===== config.mk =====
export PLATFORM = sky130hd
export DESIGN_NAME = add_sub_datapath_flat
export DESIGN_NICKNAME = d
export VERILOG_FILES = /design/src/rtl/add_sub_datapath_if.sv /design/src/rtl/add_sub_datapath.sv /design/src/flat_wrapper.sv
export SDC_FILE = /design/constraint.sdc
export NUM_CORES = 1
export LEC_CHECK = 0
export BUFFER_PORTS_ARGS = -buffer_cell sky130_fd_sc_hd__buf_2
export CAP_MARGIN = 10
export CORE_MARGIN = 2
export CORE_UTILIZATION = 50
export DETAILED_ROUTE_END_ITERATION = 8
export PLACE_DENSITY = 0.85
export SETUP_SLACK_MARGIN = 0.02
export SKIP_LAST_GASP = 1
export SYNTH_ARGS = -nofsm -noshare
export SYNTH_HDL_FRONTEND = slang
export SYNTH_SLANG_ARGS = --single-unit

===== constraint.sdc =====
create_clock -name clk -period 5.4 [get_ports clk]
set_clock_uncertainty 0.2 [all_clocks]
set_input_delay 0.27 -clock clk [delete_from_list [all_inputs] [get_ports clk]]
set_output_delay 0.27 -clock clk [all_outputs]
set_load 0.05 [all_outputs]

===== src/rtl/add_sub_datapath_if.sv =====
// Operand, control and result signals between the sequencing control logic
// (master) and the add/subtract datapath (slave).
interface add_sub_datapath_if #(
  parameter int WIDTH = 8
);
  logic [WIDTH-1:0] inbus;
  logic             c0;
  logic             c1;
  logic             c3;
  logic             c7;
  logic             res_ack;
  logic [WIDTH-1:0] outbus;
  logic             res_valid;
  logic             carry;
  logic             overflow;
  logic             zero;
  logic             overrun;

  modport master (
    output inbus, c0, c1, c3, c7, res_ack,
    input  outbus, res_valid, carry, overflow, zero, overrun
  );

  modport slave (
    input  inbus, c0, c1, c3, c7, res_ack,
    output outbus, res_valid, carry, overflow, zero, overrun
  );
endinterface


===== src/rtl/add_sub_datapath.sv =====
// M/Q operand registers feeding a shared add/subtract unit; c7 captures the
// result and flags into a held output register with valid/ack and overrun.
module add_sub_datapath #(
  parameter int WIDTH = 8
) (
  input  logic             clk,
  input  logic             rst_n,
  add_sub_datapath_if.slave bus
);

  logic [WIDTH-1:0] m_q, m_d;
  logic [WIDTH-1:0] q_q, q_d;
  logic [WIDTH-1:0] out_q, out_d;
  logic             res_valid_q, res_valid_d;
  logic             carry_q, carry_d;
  logic             overflow_q, overflow_d;
  logic             zero_q, zero_d;
  logic             overrun_q, overrun_d;

  logic [WIDTH-1:0] operand_b;
  logic [WIDTH:0]   sum;
  logic             sum_overflow;

  // Subtract is M + ~Q + 1; the +1 enters as the adder's carry-in.
  always_comb begin
    operand_b    = bus.c3 ? ~q_q : q_q;
    sum          = {1'b0, m_q} + {1'b0, operand_b} + {{WIDTH{1'b0}}, bus.c3};
    sum_overflow = (m_q[WIDTH-1] == operand_b[WIDTH-1]) &&
                   (sum[WIDTH-1] != m_q[WIDTH-1]);
  end

  // NOTE: every *_d gets its hold value first so no path leaves it unassigned;
  // that is what keeps this combinational block from inferring latches.
  always_comb begin
    m_d         = m_q;
    q_d         = q_q;
    out_d       = out_q;
    carry_d     = carry_q;
    overflow_d  = overflow_q;
    zero_d      = zero_q;
    res_valid_d = res_valid_q;
    overrun_d   = overrun_q;

    if (bus.c0) m_d = bus.inbus;
    if (bus.c1) q_d = bus.inbus;

    if (bus.c7) begin
      out_d       = sum[WIDTH-1:0];
      carry_d     = sum[WIDTH];
      overflow_d  = sum_overflow;
      zero_d      = (sum[WIDTH-1:0] == '0);
      res_valid_d = 1'b1;
      // A same-edge acknowledge consumes the old result, so nothing is lost.
      if (res_valid_q && !bus.res_ack) overrun_d = 1'b1;
    end else if (bus.res_ack && res_valid_q) begin
      res_valid_d = 1'b0;
    end
  end

  // NOTE: state registers use non-blocking assignments so every flop samples
  // the pre-edge values of the others, regardless of statement order.
  always_ff @(posedge clk) begin
    if (!rst_n) begin
      m_q         <= '0;
      q_q         <= '0;
      out_q       <= '0;
      res_valid_q <= 1'b0;
      carry_q     <= 1'b0;
      overflow_q  <= 1'b0;
      zero_q      <= 1'b0;
      overrun_q   <= 1'b0;
    end else begin
      m_q         <= m_d;
      q_q         <= q_d;
      out_q       <= out_d;
      res_valid_q <= res_valid_d;
      carry_q     <= carry_d;
      overflow_q  <= overflow_d;
      zero_q      <= zero_d;
      overrun_q   <= overrun_d;
    end
  end

  assign bus.outbus    = out_q;
  assign bus.res_valid = res_valid_q;
  assign bus.carry     = carry_q;
  assign bus.overflow  = overflow_q;
  assign bus.zero      = zero_q;
  assign bus.overrun   = overrun_q;

endmodule


===== src/flat_wrapper.sv =====
// flat-port wrapper written by rule: the top's interface ports become plain ports
module add_sub_datapath_flat 
#(
  parameter int WIDTH = 8
)
  (clk, rst_n, bus_inbus, bus_c0, bus_c1, bus_c3, bus_c7, bus_res_ack, bus_outbus, bus_res_valid, bus_carry, bus_overflow, bus_zero, bus_overrun);
  add_sub_datapath_if #(.WIDTH(WIDTH)) bus_i ();
  input  logic clk;
  input  logic rst_n;
  input wire logic [$bits(bus_i.inbus)-1:0] bus_inbus;
  input wire logic [$bits(bus_i.c0)-1:0] bus_c0;
  input wire logic [$bits(bus_i.c1)-1:0] bus_c1;
  input wire logic [$bits(bus_i.c3)-1:0] bus_c3;
  input wire logic [$bits(bus_i.c7)-1:0] bus_c7;
  input wire logic [$bits(bus_i.res_ack)-1:0] bus_res_ack;
  output wire logic [$bits(bus_i.outbus)-1:0] bus_outbus;
  output wire logic [$bits(bus_i.res_valid)-1:0] bus_res_valid;
  output wire logic [$bits(bus_i.carry)-1:0] bus_carry;
  output wire logic [$bits(bus_i.overflow)-1:0] bus_overflow;
  output wire logic [$bits(bus_i.zero)-1:0] bus_zero;
  output wire logic [$bits(bus_i.overrun)-1:0] bus_overrun;
  assign bus_i.inbus = bus_inbus;
  assign bus_i.c0 = bus_c0;
  assign bus_i.c1 = bus_c1;
  assign bus_i.c3 = bus_c3;
  assign bus_i.c7 = bus_c7;
  assign bus_i.res_ack = bus_res_ack;
  assign bus_outbus = bus_i.outbus;
  assign bus_res_valid = bus_i.res_valid;
  assign bus_carry = bus_i.carry;
  assign bus_overflow = bus_i.overflow;
  assign bus_zero = bus_i.zero;
  assign bus_overrun = bus_i.overrun;
  add_sub_datapath #(.WIDTH(WIDTH)) u_core (.clk(clk), .rst_n(rst_n), .bus(bus_i));
endmodule

==> impl_metrics.tcl, run 1 <==
set metrics [dict create \
    cts_sinks 29 \
    cts_buffers 5 \
    htree_levels 2 \
    placed_area_um2 1680 \
    worstSetupStartpoint "u_core.q_q[0]" \
    setup_viol 0 \
    synthDistinctLibCells 38 \
    drt_first_pass_iters 4 \
    grt_overflow_total 0 \
    post-route-period-util_pct 44.8 \
    hpwl_mm 2.24 \
    ant_nets 0 \
    root_buffer "clkbuf_4" \
    status "complete, no violations" \
    core_area_um2 3000 \
    power_frac_seq_pct 43.0 \
    ioPinCount 28 \
    drive_gt1_share_pct 17.9 \
    cts_buffer_depth 2 \
    max_cap_violations 0 \
    die_x_um 59.5 \
    yosysSeqAreaShare_pct 37.7 \
    worst_pin_slew_ps 635 \
    maxSlewViolCount 0 \
    drc 0 \
    start_util_pct 51.3 \
    synth_area_leaders "dfxtp_1 (38%), mux2i_1 (13%), nor2_1 (6.3%)" \
    min_period_ps 2420 \
    synthDominantAreaCellType "dfxtp_1" \
    p_clk_share_pct 26.7 \
    finalHoldViolCount 0 \
    die_y_um 59.5 \
    gp_congestion 0.752 \
    cp-end-kind "flip-flop" \
    synth_area_um2 1540 \
    power.density_nw_per_um2 302 \
    fillers 270 \
    antenna_found_initial 0 \
    final_design_area_no_fill_um2 1840 \
    ys_warn_count 0 \
    critical_path_class "flip-flop to flip-flop" \
    num_vias 1253 \
    hold_start "rst_n" \
    grt_max_degree 24 \
    setup-tns-final_ps 0 \
    final_common_cell "dfxtp_1" \
    grtUsageTotal_pct 19.2 \
    rsz0062_at_grt "false" \
    routedWlPerCell_um 12.5 \
    combPwrFrac_pct 30.3 \
    ys_ff_latch 29 \
    wl_mm 3.01 \
    fin_nets 229 \
    syn2layout_area_growth_pct 19.4 \
    r2r_start "u_core.q_q[0]" \
    clkSlewWorstSetupHoldPaths_ps 90 \
    relSlewSlack_pct 57.6 \
    clock_latency_ps 330 \
    hold_path.class "primary input to flip-flop" \
    vias_per_cell 5.22 \
    max_freq_ghz 0.414 \
    p_switching_w 0.000185 \
    drtIter0Drc 36 \
    portBuffers 27 \
    cp.arrival_ps 2420 \
    required_ps 5410 \
    fp-row-count 20 \
    cts_tree "yes" \
    critPathMaxFanout 4 \
    syn_inst 171 \
    first_global_vias 1193 \
    dieArea_um2 3540 \
    place_ws_ps 2980 \
    avgSynthCellArea_um2 9.01 \
    p_int_w 0.000370 \
    grt_pass1_wl_mm 5.06 \
    setup_ws_ps 2980 \
    antennaDiodeCount 0 \
    p_leak_nw 0.867 \
    synth_top_area_share_pct 37.7 \
    worstSetupStartpointType "flip-flop" \
    synth_fp_nets 194 \
    final_cell_mix "dfxtp_1 (29), buf_2 (27), nor2_1 (26)" \
    switching_share_pct 33.3 \
    vdd_drop_max_uv 188 \
]
==> logic make-up (layout without fill, tap and decap cells) <==
| logic type | after synthesis | count (layout) | synth area share, % |
|---|---|---|---|
| compound gates | 31 | 31 | 13.8 |
| mux | 21 | 21 | 13.7 |
| simple gates | 50 | 50 | 15.6 |
| buf+inv | 20 | 56 | 5.36 |
| xor+xnor | 12 | 12 | 6.82 |
| fa+ha+maj | 8 | 8 | 6.99 |
| flops | 29 | 29 | 37.7 |
==> final timing paths <==
kind | endpoint | slack, ps | cells past startpoint
setup reg to reg | u_core.bus.carry | 2980 | 7
hold reg to reg | u_core.bus.overrun | 280 | 2
setup / recovery | u_core.bus.carry | 2980 | 7
hold / removal | u_core.bus.outbus[7] | 40 | 2
==> worst max-delay path: stages, from the launching register on <==
cell and delay [ps]:
dfxtp_1 400, mux2i_1 400, fa_1 290, nor2b_1 70, o311ai_0 420, a21oi_1 180
o21ai_0 220, a31oi_1 110
==> Yosys cell counts <==
| cell type | number |
|---|---|
| o211a_1 | 1 |
| o311ai_0 | 1 |
| o21ai_0 | 7 |
| o2111a_1 | 1 |
| clkbuf_1 | 6 |
| a311oi_1 | 1 |
| and2_1 | 2 |
| dfxtp_1 | 29 |
| a31oi_1 | 1 |
| nand2_1 | 2 |
| fa_1 | 1 |
| nor2_1 | 26 |
| mux2i_1 | 20 |
| o2111ai_1 | 1 |
| or2_2 | 1 |
| buf_1 | 1 |
| o22a_1 | 1 |
| o31ai_1 | 1 |
| xnor2_1 | 4 |
| nand3b_1 | 2 |
| nor3_1 | 3 |
| o211ai_1 | 1 |
| o221ai_1 | 1 |
| nor4_1 | 1 |
| nand3_1 | 4 |
| o41a_1 | 1 |
| o21a_1 | 4 |
| a21o_1 | 1 |
| a21oi_1 | 7 |
| xor2_1 | 8 |
| nor3b_1 | 3 |
| mux2_2 | 1 |
| inv_1 | 12 |
| ha_1 | 7 |
| buf_6 | 1 |
| a21boi_1 | 1 |
| nand2b_1 | 1 |
| nor2b_1 | 5 |
==> sequential cells by signal, indices dropped and copies added, names as in the netlist <==
name	flops
u_core.m_q	8
u_core.bus.zero	1
u_core.bus.outbus	8
u_core.bus.carry	1
u_core.bus.overrun	1
u_core.bus.overflow	1
u_core.bus.res_valid	1
u_core.q_q	8
==> routing by layer <==
layer,vias to the layer above,GRT usage (%),share of wire [%]
met4,0,8.57,1.8
met3,7,5.90,4.2
met5,-,0,0
li1,659,-,-
met1,566,22.4,49
met2,21,32.0,45
==> repair_timing <==
item | in CTS | in global routing
buffers inserted | 0 | 0
hold buffers | 9 | 0
resized for setup | 0 | 0
hold endpoints to repair | 16 | 0
==> per-stage QoR <==
stage	total power, W	std cells	util, %	hold WS [ps]
2_1_floorplan	0.000372	171	-	218
3_3_place_gp	0.000403	223	55.9	251
3_5_place_dp	0.000406	223	55.9	256
4_1_cts	0.000562	240	61.3	17.4
5_1_grt	0.000587	240	61.3	39.7
6_report	0.000555	240	61.3	42.5
==> layout make-up <==
type                       instances  area [um2]  share of cell area [%]
inverter                          12        45.0                    2.45
sequential                        29         581                    31.6
timing repair buffer              36         225                    12.2
multi-input combinational        122         877                    47.7
clock buffer                       7        65.1                    3.54
clock inverter                     1        5.00                   0.272
tap                               33        41.3                    2.24
==> power groups by stage <==
stage	combinational, W	sequential, W	clock [W]
floorplan	0.0000980	0.000274	0
global placement	0.000160	0.000243	0
detailed placement	0.000162	0.000244	0
CTS	0.000168	0.000239	0.000155
global route	0.000185	0.000241	0.000161
finish	0.000168	0.000239	0.000148
(Power assumes the default switching activity.)
==> run 2: changes to the inputs <==
--- a/config.mk
+++ b/config.mk
@@ -8,9 +8,9 @@
 export BUFFER_PORTS_ARGS = -buffer_cell sky130_fd_sc_hd__buf_2
 export CAP_MARGIN = 10
 export CORE_MARGIN = 2
-export CORE_UTILIZATION = 50
+export CORE_UTILIZATION = 49
 export DETAILED_ROUTE_END_ITERATION = 8
-export PLACE_DENSITY = 0.85
+export PLACE_DENSITY = 0.86
 export SETUP_SLACK_MARGIN = 0.02
 export SKIP_LAST_GASP = 1
 export SYNTH_ARGS = -nofsm -noshare
==> constraint.sdc (replaced) <==
create_clock -name clk -period 2.1 [get_ports clk]
set_clock_uncertainty 0.2 [all_clocks]
set_input_delay 0.105 -clock clk [delete_from_list [all_inputs] [get_ports clk]]
set_output_delay 0.105 -clock clk [all_outputs]
set_load 0.05 [all_outputs]
==> impl_metrics.tcl, run 2 (synthesis results as in run 1) <==
set metrics [dict create \
    drt_first_pass_iters 7 \
    antennaDiodeCount 0 \
    power.density_nw_per_um2 758 \
    die_x_um 60.1 \
    drtIter0Drc 47 \
    worstSetupStartpoint "u_core.q_q[1]" \
    grt_overflow_total 0 \
    maxSlewViolCount 0 \
    max_cap_violations 0 \
    root_buffer "clkbuf_4" \
    placed_area_um2 1770 \
    holdWs_ps -4.19 \
    relSlewSlack_pct 76.2 \
    hold_path.class "primary input to flip-flop" \
    critPathMaxFanout 2 \
    finalHoldViolCount 1 \
    cts_sinks 29 \
    violations "hold timing, setup timing" \
    drive_gt1_share_pct 33.2 \
    p_leak_nw 0.986 \
    setup-tns-final_ps -13.9 \
    post-route-util_pct 71.0 \
    hold_start "bus_c0" \
    vias_per_cell 5.17 \
    worst_pin_slew_ps 357 \
    p_clk_share_pct 26.8 \
    setup_viol 2 \
    cts_buffer_depth 2 \
    core_area_um2 3030 \
    routedWlPerCell_um 13.4 \
    die_y_um 60.1 \
    htree_levels 2 \
    reg2reg_slack_ps -10 \
    grtUsageTotal_pct 21.9 \
    portBuffers 27 \
    gp_congestion 0.914 \
    clkSlewWorstSetupHoldPaths_ps 90 \
    antenna_found_initial 0 \
    critical_path_class "flip-flop to flip-flop" \
    cts_buffers 5 \
    grt_max_degree 23 \
    status "finished, violations left" \
    drc 0 \
    fin_cells 267 \
    rsz0062_at_grt "true" \
    post-place-cells 244 \
    start_util_pct 50.9 \
    hpwl_mm 2.34 \
    wl_mm 3.59 \
    fin_nets 246 \
    ant_nets 0 \
    final_cell_mix "buf_2 (27), dfxtp_1 (27), nor2_1 (26)" \
    worstSetupStartpointType "flip-flop" \
    first_global_vias 1363 \
    dieArea_um2 3610 \
    grt_pass1_wl_mm 5.77 \
    p_int_w 0.00109 \
    ioPinCount 28 \
    min_period_ps 2110 \
    post-route-period-util_pct 101 \
    final_design_area_no_fill_um2 2150 \
    r2r_start "u_core.q_q[1]" \
    clock_latency_ps 340 \
    cts_tree "yes" \
    required_ps 2170 \
    power_frac_seq_pct 37.8 \
    setup_ws_ps -11.7 \
    cp-end-kind "flip-flop" \
    fp-row-count 20 \
    combPwrFrac_pct 35.4 \
    p_switching_w 0.000543 \
    cp.arrival_ps 2180 \
    num_vias 1380 \
    vdd_drop_max_uv 524 \
    max_freq_ghz 0.474 \
    syn2layout_area_growth_pct 39.5 \
    switching_share_pct 33.3 \
]
run 2: cell types whose count changed in the layout (fill, tap and decap cells not counted), sizes merged:
cell,delta
dlygate4sd3,+4
buf,+13
bufinv,+1
clkbuf,-2
run 2: timing repair:
action                                  4_1_cts  5_1_grt
hold buffers                                 13        0
setup buffers                                 2        1
pin swaps                                    14       14
endpoints found under the setup margin        6        8
gates resized for setup                      17       17
hold endpoints to repair                     25        0
run 2: metal layers:
metal  wire length (um)  global-route usage, %
met1               1560                   25.4
met2               1730                   37.6
met3                201                   6.28
met4                101                   8.57
met5                  0                      0
run 2: worst paths after layout:
check	end	cells after the start
max	u_core.bus.zero	7
min	u_core.m_q[7]	3
max reg2reg	u_core.bus.zero	7
min reg2reg	u_core.bus.overrun	2
run 2: critical path: stages, from the launching register on:
cell       delay, ps
dfxtp_2          340
xor2_2           180
inv_1             80
fa_2             540
nand2_2           90
nor4_4           300
o2111ai_2        160
o21ai_1          140
run 2: cell type report:
| class | count | area, um2 |
|---|---|---|
| Timing Repair Buffer | 53 | 367 |
| Inverter | 12 | 45.0 |
| Fill cell | 226 | 880 |
| Clock inverter | 2 | 35.0 |
| Clock buffer | 5 | 37.5 |
| Sequential cell | 29 | 583 |
| Multi-Input combinational cell | 122 | 1030 |
| Tap cell | 44 | 55.1 |
run 2: stage by stage:
step	setup WS [ps]	power, W
finish	-11.7	0.00163
global route	-143	0.00171
CTS	-35.4	0.00158
detailed placement	-142	0.00107
global placement	-39.2	0.00106
floorplan	33.3	0.000957
run 2: power by group through the flow:
stage	combinational [W]	sequential, W	clock (W)
floorplan	0.000252	0.000705	0
global placement	0.000437	0.000625	0
detailed placement	0.000445	0.000626	0
CTS	0.000519	0.000614	0.000443
global route	0.000627	0.000620	0.000462
finish	0.000577	0.000615	0.000436
